File: src/rtl/caf_pkg.sv
// rtl/caf_pkg.sv - shared FSM encoding and width helper for the CAF peak selector
package caf_pkg;

    typedef enum logic {
        ACCUM = 1'b0,
        HOLD  = 1'b1
    } caf_state_t;

    // Bits needed to number `value` items, never less than one.
    function automatic int caf_clog2(input int value);
        int width;
        width = 1;
        for (int w = 1; w < 32; w++) begin
            if ((1 << w) < value) begin
                width = w + 1;
            end
        end
        return width;
    endfunction

endpackage

File: src/rtl/caf_peak_cmp.sv
// rtl/caf_peak_cmp.sv - registered running maximum with strict-greater update
module caf_peak_cmp #(
    parameter int MAX_BITS   = 32,
    parameter int INDEX_BITS = 10,
    parameter int FREQ_BITS  = 4
) (
    input  logic                  clk,
    input  logic                  rst_n,
    input  logic                  en,
    input  logic                  load,
    input  logic [MAX_BITS-1:0]   cand_max,
    input  logic [INDEX_BITS-1:0] cand_index,
    input  logic [FREQ_BITS-1:0]  cand_freq,
    output logic [MAX_BITS-1:0]   peak_max,
    output logic [INDEX_BITS-1:0] peak_index,
    output logic [FREQ_BITS-1:0]  peak_freq
);

    logic take;

    // Ties never replace, so the earliest bin with the peak value wins.
    assign take = en && (load || (cand_max > peak_max));

    always_ff @(posedge clk or negedge rst_n) begin
        if (!rst_n) begin
            peak_max   <= '0;
            peak_index <= '0;
            peak_freq  <= '0;
        end else if (take) begin
            peak_max   <= cand_max;
            peak_index <= cand_index;
            peak_freq  <= cand_freq;
        end
    end

endmodule

File: src/rtl/caf_peak_select.sv
// rtl/caf_peak_select.sv - global CAF peak across Doppler bins; CAF_PEAK_THRESH_EN adds threshold/detect
module caf_peak_select
    import caf_pkg::*;
#(
    parameter int MAX_BITS   = 32,
    parameter int INDEX_BITS = 10,
    parameter int FREQ_BINS  = 16,
    localparam int FREQ_BITS = caf_clog2(FREQ_BINS)
) (
    input  logic                  clk,
    input  logic                  rst_n,
    input  logic                  s_axis_tvalid,
    output logic                  s_axis_tready,
    input  logic [MAX_BITS-1:0]   s_axis_max,
    input  logic [INDEX_BITS-1:0] s_axis_index,
`ifdef CAF_PEAK_THRESH_EN
    input  logic [MAX_BITS-1:0]   threshold,
    output logic                  m_axis_detect,
`endif
    output logic                  m_axis_tvalid,
    input  logic                  m_axis_tready,
    output logic [MAX_BITS-1:0]   m_axis_max,
    output logic [INDEX_BITS-1:0] m_axis_index,
    output logic [FREQ_BITS-1:0]  m_axis_freq
);

    localparam logic [FREQ_BITS-1:0] LAST_BIN = FREQ_BITS'(FREQ_BINS - 1);

    caf_state_t           state;
    caf_state_t           next_state;
    logic [FREQ_BITS-1:0] count;
    logic                 tready_q;
    logic                 accept;
    logic                 last;

    assign accept        = s_axis_tvalid && tready_q;
    assign last          = (count == LAST_BIN);
    assign s_axis_tready = tready_q;
    assign m_axis_tvalid = (state == HOLD);

    always_comb begin
        next_state = state;
        case (state)
            ACCUM:   if (accept && last) next_state = HOLD;
            HOLD:    if (m_axis_tready)  next_state = ACCUM;
            default: next_state = ACCUM;
        endcase
    end

    // Ready is a flop so it stays low while reset is asserted.
    always_ff @(posedge clk or negedge rst_n) begin
        if (!rst_n) begin
            state    <= ACCUM;
            count    <= '0;
            tready_q <= 1'b0;
        end else begin
            state    <= next_state;
            tready_q <= (next_state == ACCUM);
            if (accept) begin
                count <= last ? '0 : count + 1'b1;
            end
        end
    end

    caf_peak_cmp #(
        .MAX_BITS   (MAX_BITS),
        .INDEX_BITS (INDEX_BITS),
        .FREQ_BITS  (FREQ_BITS)
    ) u_cmp (
        .clk        (clk),
        .rst_n      (rst_n),
        .en         (accept),
        .load       (count == '0),
        .cand_max   (s_axis_max),
        .cand_index (s_axis_index),
        .cand_freq  (count),
        .peak_max   (m_axis_max),
        .peak_index (m_axis_index),
        .peak_freq  (m_axis_freq)
    );

`ifdef CAF_PEAK_THRESH_EN
    logic [MAX_BITS-1:0] final_max;
    logic                detect_q;

    // Frame maximum as it will stand after the final beat is folded in.
    assign final_max = ((count == '0) || (s_axis_max > m_axis_max)) ? s_axis_max : m_axis_max;

    always_ff @(posedge clk or negedge rst_n) begin
        if (!rst_n) begin
            detect_q <= 1'b0;
        end else if (accept && last) begin
            detect_q <= (final_max >= threshold);
        end
    end

    assign m_axis_detect = detect_q;
`endif

endmodule

File: config.mk
export PLATFORM = sky130hd
export DESIGN_NAME = caf_peak_select
export DESIGN_NICKNAME = d
export VERILOG_FILES = /design/src/rtl/caf_pkg.sv /design/src/rtl/caf_peak_cmp.sv /design/src/rtl/caf_peak_select.sv
export SDC_FILE = /design/constraint.sdc
export NUM_CORES = 1
export LEC_CHECK = 0
export BUFFER_PORTS_ARGS = -buffer_cell sky130_fd_sc_hd__clkbuf_2
export CAP_MARGIN = 20
export CORE_ASPECT_RATIO = 0.5
export CORE_UTILIZATION = 53
export CTS_CLUSTER_DIAMETER = 80
export DETAILED_ROUTE_END_ITERATION = 7
export HOLD_SLACK_MARGIN = 0.05
export PLACE_DENSITY = 0.83
export SYNTH_ARGS = -nofsm -noshare
export SYNTH_HDL_FRONTEND = slang
export SYNTH_HIERARCHICAL = 1
export SYNTH_SLANG_ARGS = --single-unit
File: constraint.sdc
create_clock -name clk -period 3 [get_ports clk]
set_clock_uncertainty 0.05 [all_clocks]
set_input_delay 0.3 -clock clk [delete_from_list [all_inputs] [get_ports clk]]
set_output_delay 0.3 -clock clk [all_outputs]
set_load 0.02 [all_outputs]
; ---- Yosys cells after proc, flatten, opt, wreduce, memory -nomap -nowiden
; Cells that the tools add are included.
; W data, S select, Z words.
[totals]
mem_bits_ro = 0
reg_bits = 108
wordCells = 20
ram_bits = 0
output_inout_bits = 76
latchBits = 0
input_bits = 46
memories = 0
[classes]
div = 0
order_cmp = 1
muxes = 4
reduce_logical = 5
eq_ne = 1
mul = 0
shifts = 0
bitwise = 2
add_sub_neg = 1
[ops]
columns = operator, n
row1 = $add A32 B1 Y32 const B, 1
row2 = $eq A32 B4 Y1 const B, 1
row3 = $gt A32 B32 Y1, 1
row4 = $logic_not A32 Y1, 1
row5 = $mux W32, 1
row6 = $logic_and A1 B1 Y1, 3
row7 = $mux W1, 2
row8 = $not A1 Y1, 2
row9 = $pmux W1 S2, 1
row10 = $logic_or A1 B1 Y1, 1

; ---- Depth between registers and ports, before layout
[logic_depth]
depth_word = 5
depth_mapped = 10
depth_no_buf = 8

; ---- Hierarchy
; The synthesis kept the hierarchy.
[modules_own_cells]
columns = mod, area_each_um2, seq_area_each_um2, n_inst, cells_per_inst
row1 = caf_peak_cmp, 6924.1, 1851.8, 1, 887
row2 = caf_peak_select, 1651.6, 850.8, 1, 152

; ---- Worst setup path after synthesis
; Ideal clock, no wire load.
[synth_path]
path_type = register to register
start = register count[4]
end = register u_cmp.peak_freq[0]
slack_ns = 0.050
required_time_ns = 2.881
arrival_ns = 2.830
setup_time_ns = 0.069
period_less_slack_ns = 2.950
path_stages_with_launch = 9
path_buffers = 3
cell_sequence = dfrtp_1 -> or4_4 -> or3_4 -> nor4b_2 -> clkbuf_1 -> clkbuf_1 -> clkbuf_1 -> a311oi_1 -> nand3_1
[synth_via]
elab_chain_cells = 3
[synth_lines]
columns = element, line
row1 = start: declaration, caf_peak_select.sv:31  ; logic [FREQ_BITS-1:0] count;
row2 = start signal: assignment, caf_peak_select.sv:60  ; count <= last ? '0 : count + 1'b1;
row3 = $logic_not A32 Y1, caf_peak_select.sv:73  ; .load (count == '0),
row4 = $logic_or A1 B1 Y1, caf_peak_cmp.sv:22  ; assign take = en && (load || (cand_max > peak_max));
row5 = $logic_and A1 B1 Y1, caf_peak_cmp.sv:22
row6 = end signal: assignment, caf_peak_cmp.sv:32  ; peak_freq <= cand_freq;
row7 = end: declaration, caf_peak_cmp.sv:16  ; output logic [FREQ_BITS-1:0] peak_freq
; Every way passes these cells.
; A chain may end at the register's enable or synchronous reset.

; ---- Worst setup path in the final report
[layout_path]
start = register count[30]
end = register u_cmp.peak_freq[26]
; The elaborated chain is that of the path after synthesis.

==> results by group <==
Critical path
  • Setup crit end kind: flop
  • Crit path launch: count[30]
  • Worst path required time: 3170 ps
  • Crit Path Class: reg -> reg
  • R2r endpoint: u_cmp/peak_freq[26]
  • CP endpoint: u_cmp/peak_freq[26]
  • R2R cell count: 9
  • Crit path max fanout: 17
  • Critical Path AT: 3040 ps
  • R2R setup slack: 130 ps
  • Nature of the critical path startpoint: flop
  • Worst r2r src: count[30]

Power and ir drop
  • PD cells: 338 nW/um^2
  • Maximum vdd drop: 262 uV
  • Pleak: 4.60 nW

GRT
  • Largest net degree at the start of global routing: 129
  • Total grt overflow: 0
  • Initial antenna violation count: 0
  • Vias in the first global route: 8243
  • Global-route wire length before repair: 39600 um
  • Global Route Usage Sum: 0.286

Logic synthesis
  • Synth async-reset ratio: 1.00
  • Library cells used by synthesis: 48
  • Seq/Total Area, Yosys: 0.315
  • Post-Syn Area: 8580 sq um
  • Post-synth EDFFs: 0
  • Yosys warns: 6
  • Syn avg cell area: 8.25 sq um
  • Post-synth top area share: 0.315
  • Main area contributors after synthesis: dfrtp_1 32%, nand3_1 11%, nor2b_1 9.4%, nand4_1 9.2%, ha_1 5.0%
  • #FFs+latches synth: 108
  • Biggest area consumer among synthesized cells: dfrtp_1
  • Post-Synthesis Cells: 1039
  • Top_reg_cell synth: dfrtp_1
  • Post-Syn Nets: 1119

Route
  • Initial drt markers: 1166
  • Post-route DRC: 0
  • Drt wl/cell: 18.6 um
  • Via-to-Cell Ratio: 6.75
  • Final WL: 24600 um
  • Via count: 8904
  • Final ANT Viol Nets: 0
  • DR pass1 iterations: 5

Cells and area
  • Filler cells: 1281
  • Nets: 1190
  • Ant diodes: 0
  • Most common cell after layout, fill and taps aside: nand3_1
  • Synth-to-Final Area Change: 15.9%
  • Share of cells above drive strength 1: 0.210
  • Leading cell types in the layout, fill and taps excluded: 197 x nand3_1, 129 x nor2b_1, 126 x nand4_1

Placement
  • Hpwl dp: 14800 um
  • Port-buffer cells: 121
  • Routability-driven placement congestion ratio: 0.875
  • Dpl ws: 79.1 ps

STA
  • Slew @ Worst Pin: 793 ps
  • Setup TNS Final: 0 ps
  • Final setup vio count: 0
  • Rel. slew slack: 0.467
  • Slack of the critical path: 129 ps
  • Max Freq: 348 MHz
  • Final hold violations: 0
  • RSZ-0062 raised after global routing: no
  • Final min period: 2870 ps
  • Final max-slew violation count: 0
  • Final period util: 0.957

CTS
  • Clk slew on worst S/H paths: 80 ps
  • Total CTS buffers: 9
  • Htree depth: 3
  • Clock Path Buffers: 2
  • Root buffer cell: clkbuf_16
  • Worst-Skew Late Latency: 360 ps
  • TritonCTS clock tree: yes
  • CTS Sinks: 108

Die
  • DIE AREA: 16700 sq um
  • Die width: 182 um
  • Top Ports: 122
  • Num rows: 32
  • Core area: 15600 sq um
  • Die extent in y: 91.9 um
  • Starting Density: 0.549

Run
  • Max_cap viols: 0

Outcome
  • Outcome: finished clean

Hold path
  • Min-Delay Path Class: in -> reg
==> kinds of logic (layout without fill, tap and decap cells) <==
kind of cell / Yosys count / count (layout) / share of synthesized area
AOI/OAI and AO/OA: 178 / 178 / 0.179
xor gates and xnor gates: 29 / 29 / 0.0296
adders and majority gates: 34 / 34 / 0.0496
buffers and inverters: 145 / 221 / 0.0649
DFF: 108 / 108 / 0.315
and+or+nand+nor: 545 / 545 / 0.361
==> sequential cells by signal, indices dropped and copies added, names as in the netlist <==
| register | count |
|---|---|
| u_cmp/peak_index | 10 |
| m_axis_tvalid | 1 |
| u_cmp/peak_freq | 32 |
| u_cmp/peak_max | 32 |
| count | 32 |
| s_axis_tready | 1 |
==> cells in the mapped netlist, types with 4 or more instances <==
cell,number
nor4_1,9
nand3_1,197
xor2_1,4
xnor2_1,25
o211a_1,31
buf_1,17
inv_1,36
dfrtp_1,108
a21oi_1,14
and3_1,5
nor2b_1,129
nand4_1,126
nor2_1,40
ha_1,34
a31o_2,28
nand2_1,17
clkbuf_1,82
a31o_1,46
buf_2,10
a311oi_1,43
==> metrics by stage <==
stage / area, sq um / cells / total power, W / utilization / hold slack [ps]
global route: 9940 / 1319 / 0.00348 / 0.637 / 171
floorplan: 8580 / 1039 / 0.00182 / - / -45.6
CTS: 9860 / 1313 / 0.00338 / 0.631 / 145
global placement: 9510 / 1296 / 0.00199 / 0.609 / 323
detailed placement: 9510 / 1296 / 0.00201 / 0.609 / 331
finish: 9940 / 1319 / 0.00336 / 0.637 / 164
==> routing by layer <==
layer / vias up / wire [um] / GRT usage
li1: 4072 / - / -
met1: 4353 / 10500 / 0.383
met2: 413 / 11800 / 0.479
met3: 66 / 1750 / 0.0377
met4: 0 / 544 / 0.0987
met5: - / 0 / 0
==> worst min path at each step <==
| stage | from | end | cells past startpoint |
|---|---|---|---|
| 2_1_floorplan | rst_n | count[0] | 0 |
| 3_3_place_gp | rst_n | u_cmp/peak_freq[9] | 1 |
| 3_5_place_dp | rst_n | u_cmp/peak_freq[9] | 1 |
| 4_1_cts | s_axis_index[8] | u_cmp/peak_index[8] | 3 |
| 5_1_grt | s_axis_index[8] | u_cmp/peak_index[8] | 3 |
| 6_report | s_axis_index[8] | u_cmp/peak_index[8] | 3 |
==> worst max-delay path, cell delays in order, from the launching register on <==
cell	delay [ps]
dfrtp_1	450
or4_4	530
or3_4	410
nor4b_4	210
buf_4	200
buf_6	210
nor2b_1	90
nor2b_1	130
a311oi_1	310
nand3_1	140
==> report_power, final <==
group          internal (W)  switching, W  leakage, nW  total (W)
clock              0.000693      0.000669        0.164    0.00136
combinational      0.000167      0.000264         3.11   0.000431
sequential          0.00150     0.0000721         1.33    0.00157
==> final cells by class <==
| cell class | count | area, sq um | share of cell area |
|---|---|---|---|
| repair buffers | 169 | 1120 | 0.112 |
| well taps | 204 | 255 | 0.0257 |
| multi-input cells | 786 | 5390 | 0.542 |
| clock buffers | 9 | 225 | 0.0227 |
| flip-flops and latches | 108 | 2700 | 0.272 |
| inverters | 36 | 140 | 0.0141 |
| clock inverters | 7 | 113 | 0.0113 |
==> repair_timing <==
item / in CTS / in global routing
setup buffers: 0 / 4
hold endpoints to repair: 45 / 0
setup endpoints to repair: 0 / 71
resized for setup: 0 / 6
hold buffers: 1 / 0
Note: power is estimated with default switching activity, not from simulation.
